### src/rtl/tick_pkg.sv
`default_nettype none
// ============================================================================
// Module      : tick_pkg
// Description : Shared state encoding and default divisors for tick_scheduler
// Revision    : 1.0 - initial release
// ============================================================================
package tick_pkg;

    typedef enum logic [1:0] {
        ST_IDLE  = 2'd0,
        ST_RUN   = 2'd1,
        ST_PAUSE = 2'd2,
        ST_STEP  = 2'd3
    } state_t;

    localparam int c_def_scan_div = 100000;
    localparam int c_def_fast_div = 400000;
    localparam int c_def_slow_div = 100000000;
    localparam int c_cnt_w        = 27;

endpackage
`default_nettype wire

### src/rtl/tick_counter.sv
`default_nettype none
// ============================================================================
// Module      : tick_counter
// Description : Modulo counter 0..limit-1 with enable, clear and wrap strobe
// Revision    : 1.0 - initial release
// ============================================================================
module tick_counter
    import tick_pkg::*;
#(
    parameter int W = c_cnt_w
) (
    input  logic         clk,
    input  logic         rst,
    input  logic         en,
    input  logic         clr,
    input  logic [W-1:0] limit,
    output logic         wrap
);

    logic [W-1:0] r_count;

    // Clear dominates enable, so no wrap can be reported on a clearing cycle.
    assign wrap = en && !clr && (r_count == limit - W'(1));

    always_ff @(posedge clk) begin
        if (rst || clr) begin
            r_count <= '0;
        end else if (en) begin
            r_count <= wrap ? '0 : r_count + W'(1);
        end
    end

endmodule
`default_nettype wire

### src/rtl/tick_scheduler.sv
`default_nettype none
// ============================================================================
// Module      : tick_scheduler
// Description : Scan and count clock-enable generator with start/pause/step FSM
// Revision    : 1.0 - initial release
// ============================================================================
module tick_scheduler
    import tick_pkg::*;
#(
    parameter int SCAN_DIV = c_def_scan_div,
    parameter int FAST_DIV = c_def_fast_div,
    parameter int SLOW_DIV = c_def_slow_div,
    parameter int CNT_W    = c_cnt_w
) (
    input  logic       clk,
    input  logic       rst_n,
    input  logic       start_pb,
    input  logic       pause_pb,
    input  logic       step_pb,
    input  logic       rate_sel,
    output logic       scan_tick,
    output logic [1:0] scan_idx,
    output logic       cnt_tick,
    output logic [1:0] state,
    output logic       running
);

    localparam logic [CNT_W-1:0] c_scan_lim = CNT_W'(SCAN_DIV);
    localparam logic [CNT_W-1:0] c_fast_lim = CNT_W'(FAST_DIV);
    localparam logic [CNT_W-1:0] c_slow_lim = CNT_W'(SLOW_DIV);

    state_t             r_state;
    state_t             w_next;
    logic [CNT_W-1:0]   r_div_lat;
    logic [CNT_W-1:0]   w_rate_div;
    logic               w_scan_wrap;
    logic               w_cnt_wrap;
    logic               w_cnt_en;
    logic               w_cnt_clr;

    assign w_rate_div = rate_sel ? c_fast_lim : c_slow_lim;
    assign w_cnt_en   = (r_state == ST_RUN);
    assign w_cnt_clr  = (r_state == ST_IDLE) || (r_state == ST_STEP);
    assign state      = r_state;

    // Pause outranks step, step outranks start; a losing pulse is simply dropped.
    always_comb begin
        w_next = r_state;
        case (r_state)
            ST_IDLE: begin
                if (!pause_pb) begin
                    if (step_pb)       w_next = ST_STEP;
                    else if (start_pb) w_next = ST_RUN;
                end
            end
            ST_RUN: begin
                if (pause_pb) w_next = ST_PAUSE;
            end
            ST_PAUSE: begin
                if (pause_pb)      w_next = ST_RUN;
                else if (step_pb)  w_next = ST_STEP;
                else if (start_pb) w_next = ST_RUN;
            end
            ST_STEP: w_next = ST_PAUSE;
            default: w_next = ST_IDLE;
        endcase
    end

    always_ff @(posedge clk) begin
        if (rst_n) begin
            r_state   <= ST_IDLE;
            running   <= 1'b0;
            scan_tick <= 1'b0;
            scan_idx  <= 2'd0;
            cnt_tick  <= 1'b0;
            r_div_lat <= w_rate_div;
        end else begin
            r_state   <= w_next;
            running   <= (w_next == ST_RUN);
            scan_tick <= w_scan_wrap;
            scan_idx  <= scan_idx + {1'b0, w_scan_wrap};
            cnt_tick  <= w_cnt_wrap || (r_state == ST_STEP);
            // Rate is only re-sampled at period boundaries so periods never truncate.
            if (w_cnt_wrap || ((r_state == ST_IDLE) && (w_next == ST_RUN))) begin
                r_div_lat <= w_rate_div;
            end
        end
    end

    tick_counter #(.W(CNT_W)) u_scan_cnt (
        .clk   (clk),
        .rst   (rst_n),
        .en    (1'b1),
        .clr   (1'b0),
        .limit (c_scan_lim),
        .wrap  (w_scan_wrap)
    );

    tick_counter #(.W(CNT_W)) u_count_cnt (
        .clk   (clk),
        .rst   (rst_n),
        .en    (w_cnt_en),
        .clr   (w_cnt_clr),
        .limit (r_div_lat),
        .wrap  (w_cnt_wrap)
    );

endmodule
`default_nettype wire

### config.mk
export PLATFORM = sky130hd
export DESIGN_NAME = tick_scheduler
export DESIGN_NICKNAME = d
export VERILOG_FILES = /design/src/rtl/tick_pkg.sv /design/src/rtl/tick_counter.sv /design/src/rtl/tick_scheduler.sv
export SDC_FILE = /design/constraint.sdc
export NUM_CORES = 1
export LEC_CHECK = 0
export ABC_AREA = 1
export ABC_CLOCK_PERIOD_IN_PS = 4270
export CORE_UTILIZATION = 60
export CTS_CLUSTER_DIAMETER = 80
export DETAILED_ROUTE_END_ITERATION = 10
export PLACE_DENSITY = 0.78
export SYNTH_ARGS = -nofsm -noshare
export SYNTH_HDL_FRONTEND = slang
export SYNTH_SLANG_ARGS = --single-unit
### constraint.sdc
create_clock -name clk -period 4.27 [get_ports clk]
set_input_delay 0.427 -clock clk [delete_from_list [all_inputs] [get_ports clk]]
set_output_delay 0.427 -clock clk [all_outputs]
set_load 0.05 [all_outputs]
## After elaboration in Yosys (flattened, before gate mapping)

Cells that the tools add are included.

- Reduce and logical (&&, ||, !) cells: 11
- Add/sub/neg operators: 4
- Multiplexer cells: 10
- Equality and inequality tests: 6

Operator list:

| operator | count |
|---|---|
| $mux W27 | 4 |
| $add A27 B1 Y27 const B | 2 |
| $eq A27 B17 Y1 const B | 1 |
| $eq A27 B27 Y1 | 1 |
| $sub A27 B1 Y27 const B | 1 |
| $mux W2 | 5 |
| $pmux W2 S4 | 1 |
| $eq A2 B1 Y1 const B | 2 |
| $eq A2 B2 Y1 const B | 2 |
| $logic_or A1 B1 Y1 | 4 |
| $logic_and A1 B1 Y1 | 3 |
| $add A2 B1 Y2 | 1 |
| $logic_not A2 Y1 | 1 |
| $reduce_bool A2 Y1 | 1 |
| $reduce_or A2 Y1 | 1 |
| $logic_not A1 Y1 | 1 |

- Output and inout bits: 7
- Bits in registers: 88

## Longest topological paths before layout

Gate-level depths: netlist of run 1.

- Depth in word-level cells: 9
- Gate-level depth with buffers: 12
- Depth with buffers taken out: 11

## By module

Synthesis of run 1 repeated with hierarchy kept, for this count alone.

- Cells, all modules: 929
- Area total of the unflattened synthesis: 5651.7 um^2

By module, submodules not included:

| module | area an instance (um^2) | instances | cells an instance |
|---|---|---|---|
| tick_counter | 2586.2 | 2 | 433 |
| tick_scheduler | 479.2 | 1 | 63 |

## Worst setup path after synthesis of run 1

OpenSTA, ideal clock, no wires.

- Kind: flip-flop to flip-flop
- Start point: register r_state[1], in the netlist state[1]
- End point: register r_div_lat[17], enable pin
- Library setup time: 0.300 ns
- Path buffers: 1
- Cell stages (with the launch flop): 9
- Path slack: 2.254 ns
- Clock period less this slack: 2.016 ns
- Arrival time: 1.716 ns
- Cell sequence: dfxtp_1 -> inv_1 -> ha_1 -> buf_4 -> a21oi_1 -> nand3_1 -> nand2_1 -> nand3_1 -> nand3_1

- Longest elaborated chain between the ends: 8

RTL lines:

| element | RTL line | RTL |
|---|---|---|
| start, declared | tick_scheduler.sv:32 | `state_t r_state;` |
| start signal, assigned | tick_scheduler.sv:78 | `r_state <= w_next;` |
| $mux W2 | tick_scheduler.sv:53, tick_scheduler.sv:62 |  |
| $mux W2 | tick_scheduler.sv:52 | `if (step_pb) w_next = ST_STEP;` |
| $mux W2, on equally long branches | tick_scheduler.sv:60, tick_scheduler.sv:51 |  |
| $pmux W2 S4 | tick_scheduler.sv:49 | `case (r_state)` |
| $eq A2 B1 Y1 | tick_scheduler.sv:84 | `if (w_cnt_wrap \|\| ((r_state == ST_IDLE) && (w_next == ST_RUN))) begin` |
| $logic_and A1 B1 Y1 | tick_scheduler.sv:84 |  |
| $logic_or A1 B1 Y1 * | tick_scheduler.sv:84 |  |
| $reduce_bool A2 Y1 (no line) * | -- |  |
| end signal, assigned | tick_scheduler.sv:76 | `r_div_lat <= w_rate_div;` |
| end signal, assigned | tick_scheduler.sv:85 | `r_div_lat <= w_rate_div;` |
| end, declared | tick_scheduler.sv:34 | `logic [CNT_W-1:0] r_div_lat;` |

Every way passes the cells marked *; elsewhere a longest branch is shown, timed or not.
A chain may end at the register's enable or synchronous reset.

## Worst setup path in the final report of run 1

- Start point: register r_state[1], in the netlist state[1]
- End point: register u_count_cnt.r_count[14]

- Longest elaborated chain between the ends: 6

RTL lines:

| element | RTL line | RTL |
|---|---|---|
| $eq A2 B2 Y1 or $logic_not A2 Y1 (tied branches) | tick_scheduler.sv:43 | `assign w_cnt_clr = (r_state == ST_IDLE) \|\| (r_state == ST_STEP);` |
| $logic_or A1 B1 Y1 | tick_scheduler.sv:43 |  |
| $logic_not A1 Y1 | tick_counter.sv:23 | `assign wrap = en && !clr && (r_count == limit - W'(1));` |
| $logic_and A1 B1 Y1 (2 in series) | tick_counter.sv:23 |  |
| $mux W27 | tick_counter.sv:29 | `r_count <= wrap ? '0 : r_count + W'(1);` |
| end signal, assigned | tick_counter.sv:29 |  |
| end, declared | tick_counter.sv:20 | `logic [W-1:0] r_count;` |

Several ways; a longest one is shown, not always the timed one.

==> results of run 1 <==
Yosys cell counts:
| cell | number | area, um^2 |
|---|---|---|
| buf_6 | 4 | 45.0 |
| nor2_1 | 84 | 315 |
| inv_2 | 3 | 11.3 |
| xnor2_1 | 7 | 61.3 |
| nand3_1 | 32 | 160 |
| a21oi_2 | 1 | 8.76 |
| nand4_1 | 20 | 125 |
| o21a_1 | 1 | 7.51 |
| nor3_1 | 17 | 85.1 |
| nor3b_1 | 3 | 22.5 |
| inv_1 | 67 | 251 |
| nor3_2 | 4 | 40.0 |
| a21oi_1 | 20 | 100 |
| nand3_2 | 3 | 30.0 |
| nor2_4 | 3 | 33.8 |
| nand2_1 | 137 | 514 |
| nand3b_1 | 4 | 30.0 |
| or2_2 | 1 | 6.26 |
| inv_4 | 2 | 12.5 |
| nor2_2 | 10 | 62.6 |
| edfxtp_1 | 2 | 60.1 |
| nand2_2 | 5 | 31.3 |
| xor2_1 | 20 | 175 |
| buf_4 | 1 | 7.51 |
| mux2i_1 | 1 | 10.0 |
| ha_1 | 12 | 150 |
| dfxtp_1 | 61 | 1220 |
| or2_0 | 2 | 12.5 |
| o21ai_0 | 9 | 45.0 |
cells by family (layout without fill, tap and decap cells):
family                   count (synthesis)  after routing  synth area share, %
multiplexers                             1              1                0.275
flip-flops                              63             63                 35.2
buffers and inverters                   77            100                 9.02
adder cells (fa/ha/maj)                 12             12                 4.13
AO/OA/AOI/OAI                           31             31                 4.44
AND/OR/NAND/NOR                        325            325                 40.4
XOR/XNOR                                27             27                 6.50
final cells by class:
cell class	count	share of cell area (%)
clock buffers	10	3.72
clock inverters	6	1.62
inverters	72	6.87
multi-input cells	396	50.6
flip-flops and latches	63	32.0
well taps	72	2.25
repair buffers	12	3.00
state kept, by name (all words and copies together), names as in the netlist:
signal,flops
u_count_cnt.r_count,27
u_scan_cnt.r_count,27
r_div_lat,2
scan_idx,2
state,2
cnt_tick,1
running,1
scan_tick,1
report_power, final:
group,switching [mW],total (mW),internal (mW)
sequential,0.0121,0.615,0.603
clock,0.238,0.543,0.305
combinational,0.104,0.153,0.0487
worst max-delay path, delay by kind of cell (launching register included):
kind	cells	cell delay [ns]
flip-flops	1	0.34
XOR/XNOR	1	0.14
AND/OR/NAND/NOR	6	0.92
adder cells (fa/ha/maj)	1	0.54
buffers and inverters	1	0.14
metrics by stage:
step | hold slack [ns] | worst slack (ns)
after floorplan | 0.447 | 2.25
after global placement | 0.465 | 2.25
after detailed placement | 0.475 | 2.11
after CTS | 0.484 | 2.08
after global routing | 0.513 | 1.84
final | 0.487 | 2.06
layer usage:
layer  track usage [%]  part of all wire, %  vias to the layer above
li1                  -                    -                     1734
met1              38.5                   47                     1530
met2              42.1                   43                      118
met3              6.17                  7.5                       14
met4              10.0                  1.7                        0
met5                 0                    0                        -
path summary, 6_finish.rpt:
kind,to,depth (start not counted)
worst max-delay path,u_count_cnt.r_count[14],9
worst min register to register,u_scan_cnt.r_count[24],2
worst min-delay path,u_scan_cnt.r_count[24],2
worst max register to register,u_count_cnt.r_count[14],9
==> results.json, run 1 <==
{
  "end_kind": "flop",
  "ys_seq_area_share_pct": 35.2,
  "final_area_um2": 4010,
  "first_global_vias": 3071,
  "worstPathRequired_ns": 4.49,
  "outcome": "completed",
  "hp-start": "u_scan_cnt.r_count[24]",
  "worstMarginPinSlew_ns": 0.573,
  "root_buffer": "clkbuf_8",
  "layout_common_cells": "137 x nand2_1, 84 x nor2_1, 67 x inv_1, 61 x dfxtp_1, 32 x nand3_1",
  "utilization_pct": 70.6,
  "r2r_start": "state[1]",
  "synth.distinct_cells": 29,
  "rows": 27,
  "rrSetupSlack_ns": 2.06,
  "synthCells": 536,
  "place_area_um2": 3790,
  "via_count": 3396,
  "syn_to_final_growth_pct": 10.2,
  "cts_made_buffers": 9,
  "crit_start": "state[1]",
  "wire_per_inst_um": 12.4,
  "gp_congestion": 0.908,
  "grt_usage_pct": 27.8,
  "clk_pin_slew_worst_paths_ns": 0.07,
  "cpMaxStageDelayCell": "ha_1",
  "regArea_um2": 1280,
  "slew_violations": 0,
  "finClkSkew_ns": 0.00979,
  "cts_sinks": 63,
  "cp-start-kind": "flop",
  "vias_per_cell": 5.38,
  "post-cts-setup-buffers": 0,
  "cts_resized": 0,
  "ys_warn_count": 0,
  "drc_errors": 0,
  "layout_min_cycle_time_ns": 2.21,
  "cpPeakStageDelay_ns": 0.54,
  "finalSetupTns_ns": 0,
  "dp_cells": 615,
  "max-slew-margin-rel_pct": 61.8,
  "synth-seq-cells": 63,
  "cts_tree": "built",
  "insertion_delay_ns": 0.35,
  "final_cells": 631,
  "setup_viol": 0,
  "syn_avg_cell_area_um2": 6.78,
  "dr.pass1.iters": 5,
  "die_area_um2": 6380,
  "hold_class": "reg2reg",
  "drt_wl_total_um": 7860,
  "hold_viol": 0,
  "multi_input_area_um2": 2030,
  "post-route-period-util_pct": 51.8,
  "path_cells": "inv_1 > ha_1 > nand2_1 > nor2_2 > nand2_1 > nor2_4 > nand2_1 > xor2_1 > nor2_1",
  "nFillCells": 457,
  "layout.nets": 572,
  "cp_common_cell": "nand2_1",
  "powerDensity_nw_per_um2": 327,
  "port_buffers": 12,
  "drtIter0Drc": 258,
  "drv_cap": 0,
  "worstSetupPathType": "reg2reg",
  "final_common_cell": "nand2_1",
  "postCtsHoldBufs": 0,
  "fmax_mhz": 452,
  "crit_fanout": 11,
  "grt_setup_unrepaired": "false",
  "synthesis.area_um2": 3640,
  "critPathArrivalTime_ns": 2.43,
  "finalPower_mw": 1.31,
  "post-dp-hpwl_um": 5830,
  "coreArea_um2": 5680,
  "grt_pass1_wl_um": 13700,
  "clock_path_buffers": 2,
  "grt_antenna_before_repair": 0,
  "die_h_um": 79.8,
  "grt_overflow": 0,
  "cts-htree-levels": 3,
  "syn_nets": 554,
  "grt_max_degree": 27,
  "route.antenna.remaining_nets": 0,
  "n_antenna_cell": 0,
  "pin_count": 13,
  "p_leak_nw": 1.45,
  "die_w_um": 79.8,
  "drive_gt1_share_pct": 8.59,
  "start_util_pct": 64.1,
  "vdd_ir_drop_max_uv": 264
}
Power figures use the tool's default switching activity.
==> run 2: changes to the inputs <==
--- a/config.mk
+++ b/config.mk
@@ -6,7 +6,7 @@
 export NUM_CORES = 1
 export LEC_CHECK = 0
 export ABC_AREA = 1
-export ABC_CLOCK_PERIOD_IN_PS = 4270
+export ABC_CLOCK_PERIOD_IN_PS = 2250
 export CORE_UTILIZATION = 60
 export CTS_CLUSTER_DIAMETER = 80
 export DETAILED_ROUTE_END_ITERATION = 10
==> constraint.sdc (replaced) <==
create_clock -name clk -period 2.25 [get_ports clk]
set_input_delay 0.225 -clock clk [delete_from_list [all_inputs] [get_ports clk]]
set_output_delay 0.225 -clock clk [all_outputs]
set_load 0.05 [all_outputs]
==> results.json, run 2 (synthesized netlist as in run 1, its figures left out) <==
{
  "outcome": "completed",
  "n_antenna_cell": 0,
  "clock_path_buffers": 2,
  "postCtsHoldBufs": 0,
  "p_leak_nw": 1.47,
  "gp_congestion": 0.897,
  "layout_common_cells": "137 x nand2_1, 84 x nor2_1, 67 x inv_1, 61 x dfxtp_1, 32 x nand3_1",
  "fin_ws_ns": 0.278,
  "cts-htree-levels": 3,
  "cp-start-kind": "flop",
  "drt_wl_total_um": 7920,
  "clk_pin_slew_worst_paths_ns": 0.07,
  "grt_antenna_before_repair": 0,
  "powerDensity_nw_per_um2": 615,
  "pin_count": 13,
  "cts_sinks": 63,
  "power_switching_uw": 683,
  "drtIter0Drc": 319,
  "cts_made_buffers": 9,
  "port_buffers": 12,
  "vdd_ir_drop_max_uv": 504,
  "coreArea_um2": 5680,
  "hold_class": "in2reg",
  "die_w_um": 79.8,
  "utilization_pct": 70.9,
  "post-dp-hpwl_um": 5920,
  "r2r_cells": 9,
  "grt_overflow": 0,
  "finalPower_mw": 2.47,
  "first_global_vias": 3118,
  "worstPathRequired_ns": 2.48,
  "p_sw_share_pct": 27.6,
  "p_seq_share_pct": 47.2,
  "clkPwrFrac_pct": 40.7,
  "hold_viol": 0,
  "dp_slack_ns": 0.206,
  "max-slew-margin-rel_pct": 62.8,
  "slew_violations": 0,
  "cts_tree": "built",
  "crit_fanout": 22,
  "top_regs": "u_count_cnt.r_count (27), u_scan_cnt.r_count (27)",
  "combPwrFrac_pct": 12.2,
  "fmax_mhz": 507,
  "worstHoldEndpoint": "r_div_lat[24]",
  "insertion_delay_ns": 0.36,
  "wire_per_inst_um": 12.5,
  "drc_errors": 0,
  "start_util_pct": 64.1,
  "syn_to_final_growth_pct": 10.7,
  "die_area_um2": 6380,
  "r2r-end": "u_count_cnt.r_count[1]",
  "hp-start": "rate_sel",
  "root_buffer": "clkbuf_8",
  "via_count": 3365,
  "die_h_um": 79.8,
  "post-route-period-util_pct": 87.7,
  "critPathArrivalTime_ns": 2.21,
  "vias_per_cell": 5.31,
  "r2r_start": "r_div_lat[24]",
  "finClkSkew_ns": 0.00904,
  "rrSetupSlack_ns": 0.28,
  "rows": 27,
  "route.antenna.remaining_nets": 0,
  "layout_min_cycle_time_ns": 1.97,
  "grt_setup_unrepaired": "false",
  "drive_gt1_share_pct": 9.07,
  "layout.nets": 575,
  "drv_cap": 0,
  "grt_pass1_wl_um": 13700,
  "worstSetupPathType": "reg2reg",
  "setup_viol": 0,
  "grt_max_degree": 27,
  "end_kind": "flop",
  "finalSetupTns_ns": 0,
  "grt_usage_pct": 28.0,
  "whs_path_depth": 2,
  "worstMarginPinSlew_ns": 0.553,
  "final_common_cell": "nand2_1",
  "p_int_mw": 1.79,
  "dr.pass1.iters": 5
}
[run 2: cell type report]
type / instances / area, um^2
flip-flops and latches: 63 / 1280
inverters: 72 / 275
fillers: 492 / 1650
well taps: 72 / 90.1
clock inverters: 6 / 67.6
multi-input cells: 396 / 2030
clock buffers: 10 / 138
repair buffers: 15 / 143
[run 2: per-stage QoR]
stage          hold WS [ns]  area (um^2)  std cells
5_1_grt               0.463         4030        634
3_5_place_dp          0.471         3820        618
6_report              0.448         4030        634
2_1_floorplan         0.294         3640        536
3_3_place_gp          0.466         3820        618
4_1_cts               0.437         4020        634
[run 2: how the worst max path moves through the flow]
| stage | from | endpoint | slack (ns) |
|---|---|---|---|
| 2_1_floorplan | state[1] | r_div_lat[17] | 0.23 |
| 6_report | r_div_lat[24] | u_count_cnt.r_count[1] | 0.28 |
| 3_5_place_dp | r_div_lat[24] | u_count_cnt.r_count[23] | 0.21 |
| 3_3_place_gp | r_div_lat[24] | u_count_cnt.r_count[7] | 0.25 |
| 4_1_cts | r_div_lat[24] | u_count_cnt.r_count[1] | 0.20 |
| 5_1_grt | r_div_lat[24] | u_count_cnt.r_count[23] | 0.08 |
[run 2: per-layer routing]
metal / vias up / global-route usage, % / share of wire, %
met5: - / 0 / 0
met4: 0 / 7.86 / 1.0
met3: 9 / 9.60 / 6.7
met2: 93 / 42.8 / 43
met1: 1520 / 37.3 / 49
li1: 1743 / - / -
[run 2: timing repair]
action | in CTS | in global routing
setup endpoints to repair | 0 | 20
setup buffers | 0 | 0
gates resized for setup | 0 | 1
[run 2: power by group through the flow]
stage	sequential (mW)	clock, mW	combinational (mW)
2_1_floorplan	1.23	0	0.192
4_1_cts	1.17	1.03	0.298
3_3_place_gp	1.19	0	0.290
5_1_grt	1.17	1.08	0.338
6_report	1.17	1.01	0.301
3_5_place_dp	1.19	0	0.297
[run 2: critical path, stage by stage (launching register included)]
cell,delay [ns]
edfxtp_1,0.48
inv_1,0.17
ha_1,0.21
inv_1,0.07
o21ai_0,0.15
nand2_1,0.09
nor2_1,0.16
nand4_1,0.18
nand2_4,0.26
nor2_1,0.09
